==> src/rtl/mem_bus_ctrl.sv <==
// External memory bus controller: turns single-cycle requests into timed
// strobe sequences with wait states, n_rdy stretching and timeout reporting.
module mem_bus_ctrl #(
    parameter int ADDR_W   = 16,
    parameter int DATA_W   = 8,
    parameter int MIN_WAIT = 1,
    parameter int TIMEOUT  = 255,
    parameter int CNT_W    = 8
) (
    input  logic              clk,
    input  logic              rst,
    input  logic              req_valid,
    output logic              req_ready,
    input  logic              req_we,
    input  logic [ADDR_W-1:0] req_addr,
    input  logic [DATA_W-1:0] req_wdata,
    output logic              resp_valid,
    output logic              resp_err,
    output logic [DATA_W-1:0] resp_rdata,
    output logic [ADDR_W-1:0] a,
    input  logic [DATA_W-1:0] d_in,
    output logic [DATA_W-1:0] d_out,
    output logic              d_oe,
    output logic              n_oe,
    output logic              n_we,
    input  logic              n_rdy,
    output logic              busy
);

    typedef enum logic [1:0] {IDLE, SETUP, STROBE, HOLD} state_t;

    localparam logic [CNT_W:0] MIN_C = (CNT_W+1)'(MIN_WAIT);
    localparam logic [CNT_W:0] TO_C  = (CNT_W+1)'(TIMEOUT);

    state_t            state, state_n;
    logic [CNT_W-1:0]  cnt, cnt_n;
    logic [CNT_W:0]    cnt_inc;
    logic              we_q, we_n;
    logic              err_q, err_n;
    logic              hs;
    logic              rdy_ok;
    logic              tmo;

    logic              n_oe_d, n_we_d, d_oe_d;
    logic              resp_valid_d, resp_err_d;
    logic              busy_d, ready_d;
    logic [ADDR_W-1:0] a_d;
    logic [DATA_W-1:0] d_out_d, rdata_d;

    assign hs      = req_valid & req_ready;
    assign cnt_inc = {1'b0, cnt} + 1'b1;
    assign rdy_ok  = (cnt_inc >= MIN_C) && !n_rdy;
    assign tmo     = (TIMEOUT != 0) && (cnt_inc == TO_C) && !rdy_ok;

    // State and every bus-facing output are registered together.
    always_ff @(posedge clk) begin
        if (rst) begin
            state      <= IDLE;
            cnt        <= '0;
            we_q       <= 1'b0;
            err_q      <= 1'b0;
            a          <= '0;
            d_out      <= '0;
            d_oe       <= 1'b0;
            n_oe       <= 1'b1;
            n_we       <= 1'b1;
            resp_valid <= 1'b0;
            resp_err   <= 1'b0;
            resp_rdata <= '0;
            busy       <= 1'b0;
            req_ready  <= 1'b1;
        end else begin
            state      <= state_n;
            cnt        <= cnt_n;
            we_q       <= we_n;
            err_q      <= err_n;
            a          <= a_d;
            d_out      <= d_out_d;
            d_oe       <= d_oe_d;
            n_oe       <= n_oe_d;
            n_we       <= n_we_d;
            resp_valid <= resp_valid_d;
            resp_err   <= resp_err_d;
            resp_rdata <= rdata_d;
            busy       <= busy_d;
            req_ready  <= ready_d;
        end
    end

    always_comb begin
        state_n = state;
        cnt_n   = cnt;
        we_n    = we_q;
        err_n   = err_q;
        unique case (state)
            IDLE: begin
                if (hs) begin
                    state_n = SETUP;
                    we_n    = req_we;
                end
            end
            SETUP: begin
                state_n = STROBE;
                cnt_n   = '0;
            end
            STROBE: begin
                cnt_n = cnt_inc[CNT_W-1:0];
                if (rdy_ok) begin
                    state_n = HOLD;
                end else if (tmo) begin
                    state_n = HOLD;
                    err_n   = 1'b1;
                end
            end
            HOLD: begin
                state_n = IDLE;
                err_n   = 1'b0;
            end
            default: state_n = IDLE;
        endcase
    end

    // Outputs are decoded from the next state so they land in step with it.
    always_comb begin
        n_oe_d       = !((state_n == STROBE) && !we_n);
        n_we_d       = !((state_n == STROBE) && we_n);
        d_oe_d       = we_n && (state_n != IDLE);
        resp_valid_d = (state_n == HOLD);
        resp_err_d   = (state_n == HOLD) && err_n;
        busy_d       = (state_n != IDLE);
        ready_d      = (state_n == IDLE);
        a_d          = hs ? req_addr : a;
        d_out_d      = hs ? req_wdata : d_out;
        rdata_d      = resp_rdata;
        if ((state == STROBE) && rdy_ok && !we_q) begin
            rdata_d = d_in;
        end
    end

endmodule

==> config.mk <==
export PLATFORM = sky130hd
export DESIGN_NAME = mem_bus_ctrl
export DESIGN_NICKNAME = d
export VERILOG_FILES = /design/src/rtl/mem_bus_ctrl.sv
export SDC_FILE = /design/constraint.sdc
export NUM_CORES = 1
export LEC_CHECK = 0
export BUFFER_PORTS_ARGS = -buffer_cell sky130_fd_sc_hd__clkbuf_2
export CAP_MARGIN = 5
export CORE_ASPECT_RATIO = 0.75
export CORE_MARGIN = 5
export CORE_UTILIZATION = 29
export CTS_BUF_LIST = sky130_fd_sc_hd__clkbuf_4 sky130_fd_sc_hd__clkbuf_8
export DETAILED_ROUTE_END_ITERATION = 10
export GPL_TIMING_DRIVEN = 0
export PLACE_DENSITY = 0.53
export SYNTH_ARGS = -nofsm -noshare
export SYNTH_HDL_FRONTEND = slang
export SYNTH_SLANG_ARGS = --single-unit
==> constraint.sdc <==
create_clock -name clk -period 4.9 [get_ports clk]
set_input_delay 0.49 -clock clk [delete_from_list [all_inputs] [get_ports clk]]
set_output_delay 0.49 -clock clk [all_outputs]
set_load 0.01 [all_outputs]
==> results of run 1 <==
## power by group
part / leakage, µW / switching [µW] / internal, µW
sequential: 0.000416 / 26.1 / 466
combinational: 0.000710 / 218 / 122
clock: 0.0000474 / 140 / 116
## metal layers
layer,vias to the layer above,share of wire [%]
met4,0,0.38
met1,935,51
met2,52,40
met3,2,8.5
li1,1087,-
met5,-,0
## stage by stage
| stage | setup WS, ns | instances | area [µm²] | total power, µW | hold WS (ns) |
|---|---|---|---|---|---|
| floorplan | 2.243 | 273 | 2270 | 722.2 | 0.4805 |
| global placement | 2.039 | 453 | 2776 | 843.8 | 0.4421 |
| detailed placement | 2.023 | 453 | 2776 | 846.1 | 0.4471 |
| CTS | 1.991 | 461 | 2875 | 1110 | 0.3920 |
| global route | 1.815 | 461 | 2875 | 1172 | 0.3948 |
| finish | 1.988 | 461 | 2875 | 1087 | 0.3994 |
## logic make-up (layout without fill, tap and decap cells)
group / count (synthesis) / in the layout / synth area share, %
and+or+nand+nor: 118 / 118 / 25.58
AOI/OAI and AO/OA: 58 / 58 / 15.99
buffers and inverters: 28 / 111 / 4.851
adders and majority gates: 7 / 7 / 3.859
muxes: 9 / 9 / 3.969
DFF: 51 / 51 / 44.98
xor gates and xnor gates: 2 / 2 / 0.7719
## cells in the final DEF (no fill, tap or decap), types with 2 or more instances in the layout
master / instances
o21ai_0: 7
a31oi_1: 3
nor2b_1: 2
mux2i_1: 9
nand2b_1: 18
clkbuf_2: 75
nor2_1: 13
clkbuf_1: 15
a21oi_1: 36
clkbuf_8: 6
inv_1: 10
ha_1: 7
nor4_1: 2
nand4_1: 4
nand3_1: 7
nor3_1: 2
dfxtp_1: 51
nand2_1: 60
xnor2_1: 2
a21boi_0: 2
## critical path: cells and delay by family, from the launching register on
kind,cells,cell delay (ns)
AO/OA/AOI/OAI,2,0.77
buffers and inverters,2,0.39
adder cells (fa/ha/maj),1,0.29
flip-flops,1,0.37
AND/OR/NAND/NOR,3,0.98
## layout make-up
cell class	instances	area, µm²
Timing Repair Buffer	75	375.4
Fill cell	838	4867
Clock buffer	6	82.58
Multi-Input combinational cell	194	1139
Buffer	18	72.57
Tap cell	105	131.4
Inverter	10	37.54
Sequential cell	51	1021
Clock inverter	2	16.27
## final timing paths
path	to	slack [ns]	cells after the start
worst min-delay path	a[12]	0.40	3
worst min register to register	a[8]	0.46	2
worst max register to register	d_oe	1.99	8
worst max-delay path	d_oe	1.99	8
## flip-flops by register name (all words and copies together) (netlist names), 2 cells and up
register and flops:
a 16, cnt 8, d_out 8, resp_rdata 8, state 2
==> impl_metrics.env, run 1 <==
export IMPL_ys_warn_count=0
export IMPL_synth_area_per_cell_um2=8.314
export IMPL_htreeDepth=2
export IMPL_drtIter0Drc=93
export IMPL_io_pins=76
export IMPL_fin_util_pct=37.14
export IMPL_cts_post_setup_buffers_inserted=0
export IMPL_cts_tree="built"
export IMPL_drc=0
export IMPL_max_cap_viol_count=0
export IMPL_hold_viol_final=0
export IMPL_required_ns=5.08
export IMPL_max_freq_mhz=343.4
export IMPL_clk_pin_slew_ns=0.09
export IMPL_slew_headroom_pct=51.04
export IMPL_grtUsageMet1_pct=15.97
export IMPL_synthTopCellsByCount="nand2_1 (60), dfxtp_1 (51), a21oi_1 (36)"
export IMPL_syn_num_nets=317
export IMPL_vdd_drop_max_mv=0.1466
export IMPL_antenna_found_initial=0
export IMPL_grt_overflow_total=0
export IMPL_ys_ff_latch=51
export IMPL_syn_cell_area_mm2=0.002270
export IMPL_period_share_pct=59.43
export IMPL_final_nets=399
export IMPL_leakagePower_uw=0.001174
export IMPL_n_antenna_cell=0
export IMPL_synthArstFlopShare_pct=0
export IMPL_syn_instance_count=273
export IMPL_synth_area_leaders="dfxtp_1 (45%), nand2_1 (9.9%), a21oi_1 (7.9%)"
export IMPL_dp_hpwl_um=4300
export IMPL_ctsHoldBuffers=0
export IMPL_setup_tns_ns=0
export IMPL_arrival_ns=3.10
export IMPL_cts_resized=0
export IMPL_p_per_area_mw_per_mm2=378.2
export IMPL_min_delay_start="req_addr[12]"
export IMPL_synth_ff_type="dfxtp_1"
export IMPL_cts_root_buf="clkbuf_8"
export IMPL_wl_um=5597
export IMPL_yosysSeqAreaShare_pct=44.98
export IMPL_start_util_pct=29.31
export IMPL_numCtsBuffers=5
export IMPL_die_h_um=86.62
export IMPL_gp_congestion=0.7650
export IMPL_fp_dieArea_mm2=0.009714
export IMPL_grtUsageMet3_pct=4.885
export IMPL_r2r_start="cnt[1]"
export IMPL_outcome="finished, final reports clean"
export IMPL_startpoint_type="flop"
export IMPL_layout_min_cycle_time_ns=2.912
export IMPL_wl_per_cell_um=12.14
export IMPL_drtAntennaViolNets=0
export IMPL_worstSkewPairLatency_ns=0.30
export IMPL_cts_sinks=51
export IMPL_grt_max_degree=17
export IMPL_layout_drive_gt1_share_pct=26.69
export IMPL_worstSetupEndpointType="flop"
export IMPL_max_slew_worst_pin_slew_ns=0.7289
export IMPL_crit_start="cnt[1]"
export IMPL_area_delta_synth_final_pct=26.68
export IMPL_synth_edf_count=0
export IMPL_num_rows=28
export IMPL_critical_path_cell_chain="clkbuf_1, inv_1, ha_1, or4b_1, or3_4, a2111oi_4, nor2_2, o311a_1"
export IMPL_yosysMostFrequentCell="nand2_1"
export IMPL_crit_type="reg2reg"
export IMPL_grt_pass1_vias=1825
export IMPL_yosys_area_top_type="dfxtp_1"
export IMPL_critPathSlowestCell="or4b_1"
export IMPL_clockBufferDepth=2
export IMPL_die_w_um=112.2
export IMPL_synth_top_cell_area_share_pct=44.98
export IMPL_slowest_delay_ns=0.47
export IMPL_busiest_layer="met1"
export IMPL_numPortBuffers=75
export IMPL_vias=2076
export IMPL_crit_fanout=9
export IMPL_drv_slew=0
export IMPL_grt_pass1_wl_um=8832
export IMPL_setup_violations=0
export IMPL_first_pass_iters=4
export IMPL_gr_usage_met2_pct=15.14
export IMPL_grt_total_usage_pct=11.11
export IMPL_clock_skew_ns=0.003712
export IMPL_coreArea_mm2=0.007742
export IMPL_hp_class="in2reg"
export IMPL_synth_cell_types=41
export IMPL_vias_per_cell=4.503
export IMPL_rsz0062_at_grt="false"
Note: power is estimated with default switching activity, not from simulation.
==> run 2, diff against run 1 <==
Settings changed: ABC_AREA set to 1, PLACE_DENSITY 0.53 to 0.55.
Clock period 4.9 ns to 2.46 ns, I/O delays scaled along.
==> run 2 against run 1 <==
Design area shrank 1.3%. Critical path depth up 6. Die area decreased by 1.4%. Hold slack worse by 0.21 ns. Critical endpoint unchanged.
==> impl_metrics.env, run 2 <==
export IMPL_outcome="finished, final reports clean"
export IMPL_rsz0062_at_grt="false"
export IMPL_synth_edf_count=0
export IMPL_hold_viol_final=0
export IMPL_slowest_delay_ns=0.48
export IMPL_grt_max_degree=16
export IMPL_path_buf_inv=0
export IMPL_syn_instance_count=301
export IMPL_ctsHoldBuffers=0
export IMPL_slew_headroom_pct=65.79
export IMPL_layout_drive_gt1_share_pct=29.58
export IMPL_grt_total_usage_pct=11.68
export IMPL_cts_tree="built"
export IMPL_num_rows=27
export IMPL_crit_fanout=7
export IMPL_filler_cell_count=775
export IMPL_timing_final_ws_setup_ns=0.4892
export IMPL_io_pins=76
export IMPL_hold_path_depth=3
export IMPL_coreArea_mm2=0.007432
export IMPL_drc=0
export IMPL_dp_cells=476
export IMPL_synth_compound_area_share_pct=10.36
export IMPL_vias=2060
export IMPL_dp_hpwl_um=4468
export IMPL_setup_violations=0
export IMPL_drv_slew=0
export IMPL_required_ns=2.65
export IMPL_syn_cell_area_mm2=0.002233
export IMPL_synth_ff_type="dfxtp_1"
export IMPL_clk_pin_slew_ns=0.09
export IMPL_ys_ff_latch=51
export IMPL_layout_min_cycle_time_ns=1.971
export IMPL_numPortBuffers=74
export IMPL_vdd_drop_max_mv=0.4479
export IMPL_final_area_mm2=0.002836
export IMPL_largest_register="a"
export IMPL_grt_overflow_total=0
export IMPL_yosys_area_top_type="dfxtp_1"
export IMPL_startpoint_type="flop"
export IMPL_largest_reg_flops=16
export IMPL_synth_area_leaders="dfxtp_1 (46%), nor2_1 (10%), nand2_1 (9.9%)"
export IMPL_synth_xor_area_share_pct=0
export IMPL_clockBufferDepth=2
export IMPL_cts_sinks=51
export IMPL_worstSkewPairLatency_ns=0.30
export IMPL_fp_dieArea_mm2=0.009575
export IMPL_leakagePower_uw=0.001268
export IMPL_vias_per_cell=4.265
export IMPL_drtIter0Drc=131
export IMPL_synth_cell_types=21
export IMPL_dpl_instance_area_mm2=0.002730
export IMPL_max_freq_mhz=507.4
export IMPL_start_util_pct=30.05
export IMPL_wl_um=5700
export IMPL_final_nets=426
export IMPL_synth_top_family_by_area="simple AND/OR/NAND/NOR gates"
export IMPL_max_cap_viol_count=0
export IMPL_grt_pass1_vias=1893
export IMPL_first_pass_iters=4
export IMPL_die_h_um=86
export IMPL_yosysMostFrequentCell="nor2_1"
export IMPL_arrival_ns=2.16
export IMPL_n_antenna_cell=0
export IMPL_pre_cts_slack_ns=0.5385
export IMPL_synthTopCellsByCount="nor2_1 (62), nand2_1 (59), dfxtp_1 (51)"
export IMPL_cts_root_buf="clkbuf_8"
export IMPL_worstSetupEndpointType="flop"
export IMPL_numCtsBuffers=5
export IMPL_clock_skew_ns=0.009362
export IMPL_synthAdderAreaFrac_pct=3.922
export IMPL_syn_num_nets=345
export IMPL_synth_mux_area_share_pct=0
export IMPL_finalNonFillerCells=483
export IMPL_path_depth=14
export IMPL_synth_top_cell_area_share_pct=45.71
export IMPL_critical_path_cell_chain="ha_1, nand2_2, nor2_2, nand2_1, nand2_1, nand2_2, nor2_2, nand3_2, nand2_4, nand2_4, nand2_4, nand2_4, nand2_1, nand2_1"
export IMPL_p_total_uw=2402
export IMPL_setup_tns_ns=0
export IMPL_die_w_um=111.3
export IMPL_max_slew_worst_pin_slew_ns=0.5132
export IMPL_grt_pass1_wl_um=9170
export IMPL_most_common_layout_cells="clkbuf_2 (74), nor2_1 (62), nand2_1 (59), dfxtp_1 (51), o21ai_0 (26)"
export IMPL_cts_post_setup_buffers_inserted=0
export IMPL_gp_congestion=0.9203
export IMPL_p_per_area_mw_per_mm2=846.7
export IMPL_critPathTopFamily="simple AND/OR/NAND/NOR gates"
export IMPL_hp_class="in2reg"
export IMPL_crit_type="reg2reg"
export IMPL_wl_per_cell_um=11.80
export IMPL_htreeDepth=2
export IMPL_synth_simple_area_share_pct=33.84
export IMPL_critPathSlowestCell="dfxtp_1"
export IMPL_cts_resized=0
export IMPL_synth_area_per_cell_um2=7.420
export IMPL_synthArstFlopShare_pct=0
export IMPL_worstRegToRegCells=14
export IMPL_layout_cells_most_common="clkbuf_2"
export IMPL_period_share_pct=80.11
export IMPL_drtAntennaViolNets=0
export IMPL_area_delta_synth_final_pct=27.00
export IMPL_ys_warn_count=0
export IMPL_antenna_found_initial=0
export IMPL_yosysSeqAreaShare_pct=45.71
## run 2: cell types whose count changed in the layout (fill, tap and decap cells not counted), moves of 7 or more
cell      previous run  this run
nand2b_1            18         0
nor2_1              13        62
a21oi_1             36        17
nand2_2              0        10
clkbuf_1            15         7
o21ai_0              7        26
nand3_1              7        17
mux2i_1              9         0
inv_1               10        17
## run 2: through the flow
stage	hold slack [ns]	util [%]
after floorplan	0.4051	-
after global placement	0.4518	36.73
after detailed placement	0.4564	36.73
after CTS	0.1762	38.17
after global routing	0.1898	38.17
final	0.1873	38.17
## run 2: worst register-to-register path: cells and delay by family (launching register included)
| kind | cells | cell delay, ns |
|---|---|---|
| adders and majority gates | 1 | 0.27 |
| and+or+nand+nor | 13 | 1.13 |
| DFF | 1 | 0.48 |
## run 2: logic make-up after synthesis
family                     Yosys count
buffers and inverters               34
adders and majority gates            7
and+or+nand+nor                    165
DFF                                 51
AOI/OAI and AO/OA                   44
## run 2: layout make-up
class,instances,area (µm²),area share [%]
timing repair buffer,74,370.4,13.06
tap,101,126.4,4.455
buffer,9,41.29,1.456
clock buffer,5,68.82,2.426
sequential,51,1021,35.99
inverter,25,96.34,3.397
multi-input combinational,216,1075,37.89
clock inverter,2,37.54,1.323
## run 2: final timing paths
| path | start | endpoint | slack (ns) |
|---|---|---|---|
| max | cnt[1] | d_oe | 0.49 |
| min reg2reg | resp_rdata[3] | resp_rdata[3] | 0.47 |
| max reg2reg | cnt[1] | d_oe | 0.49 |
| min | d_in[3] | resp_rdata[3] | 0.19 |
## run 2: power by group
group	switching [µW]	internal [µW]	total, µW
combinational	518	273	791
sequential	73.6	970	1040
clock	269	298	566
total	861	1540	2400
## run 2: layer usage
| metal | up-vias | wire length, µm | GRT usage [%] |
|---|---|---|---|
| met2 | 44 | 2459 | 17.08 |
| met4 | 0 | 57 | 3.757 |
| li1 | 1112 | - | - |
| met1 | 900 | 2893 | 16.48 |
| met3 | 4 | 289 | 3.456 |
| met5 | - | 0 | 0 |
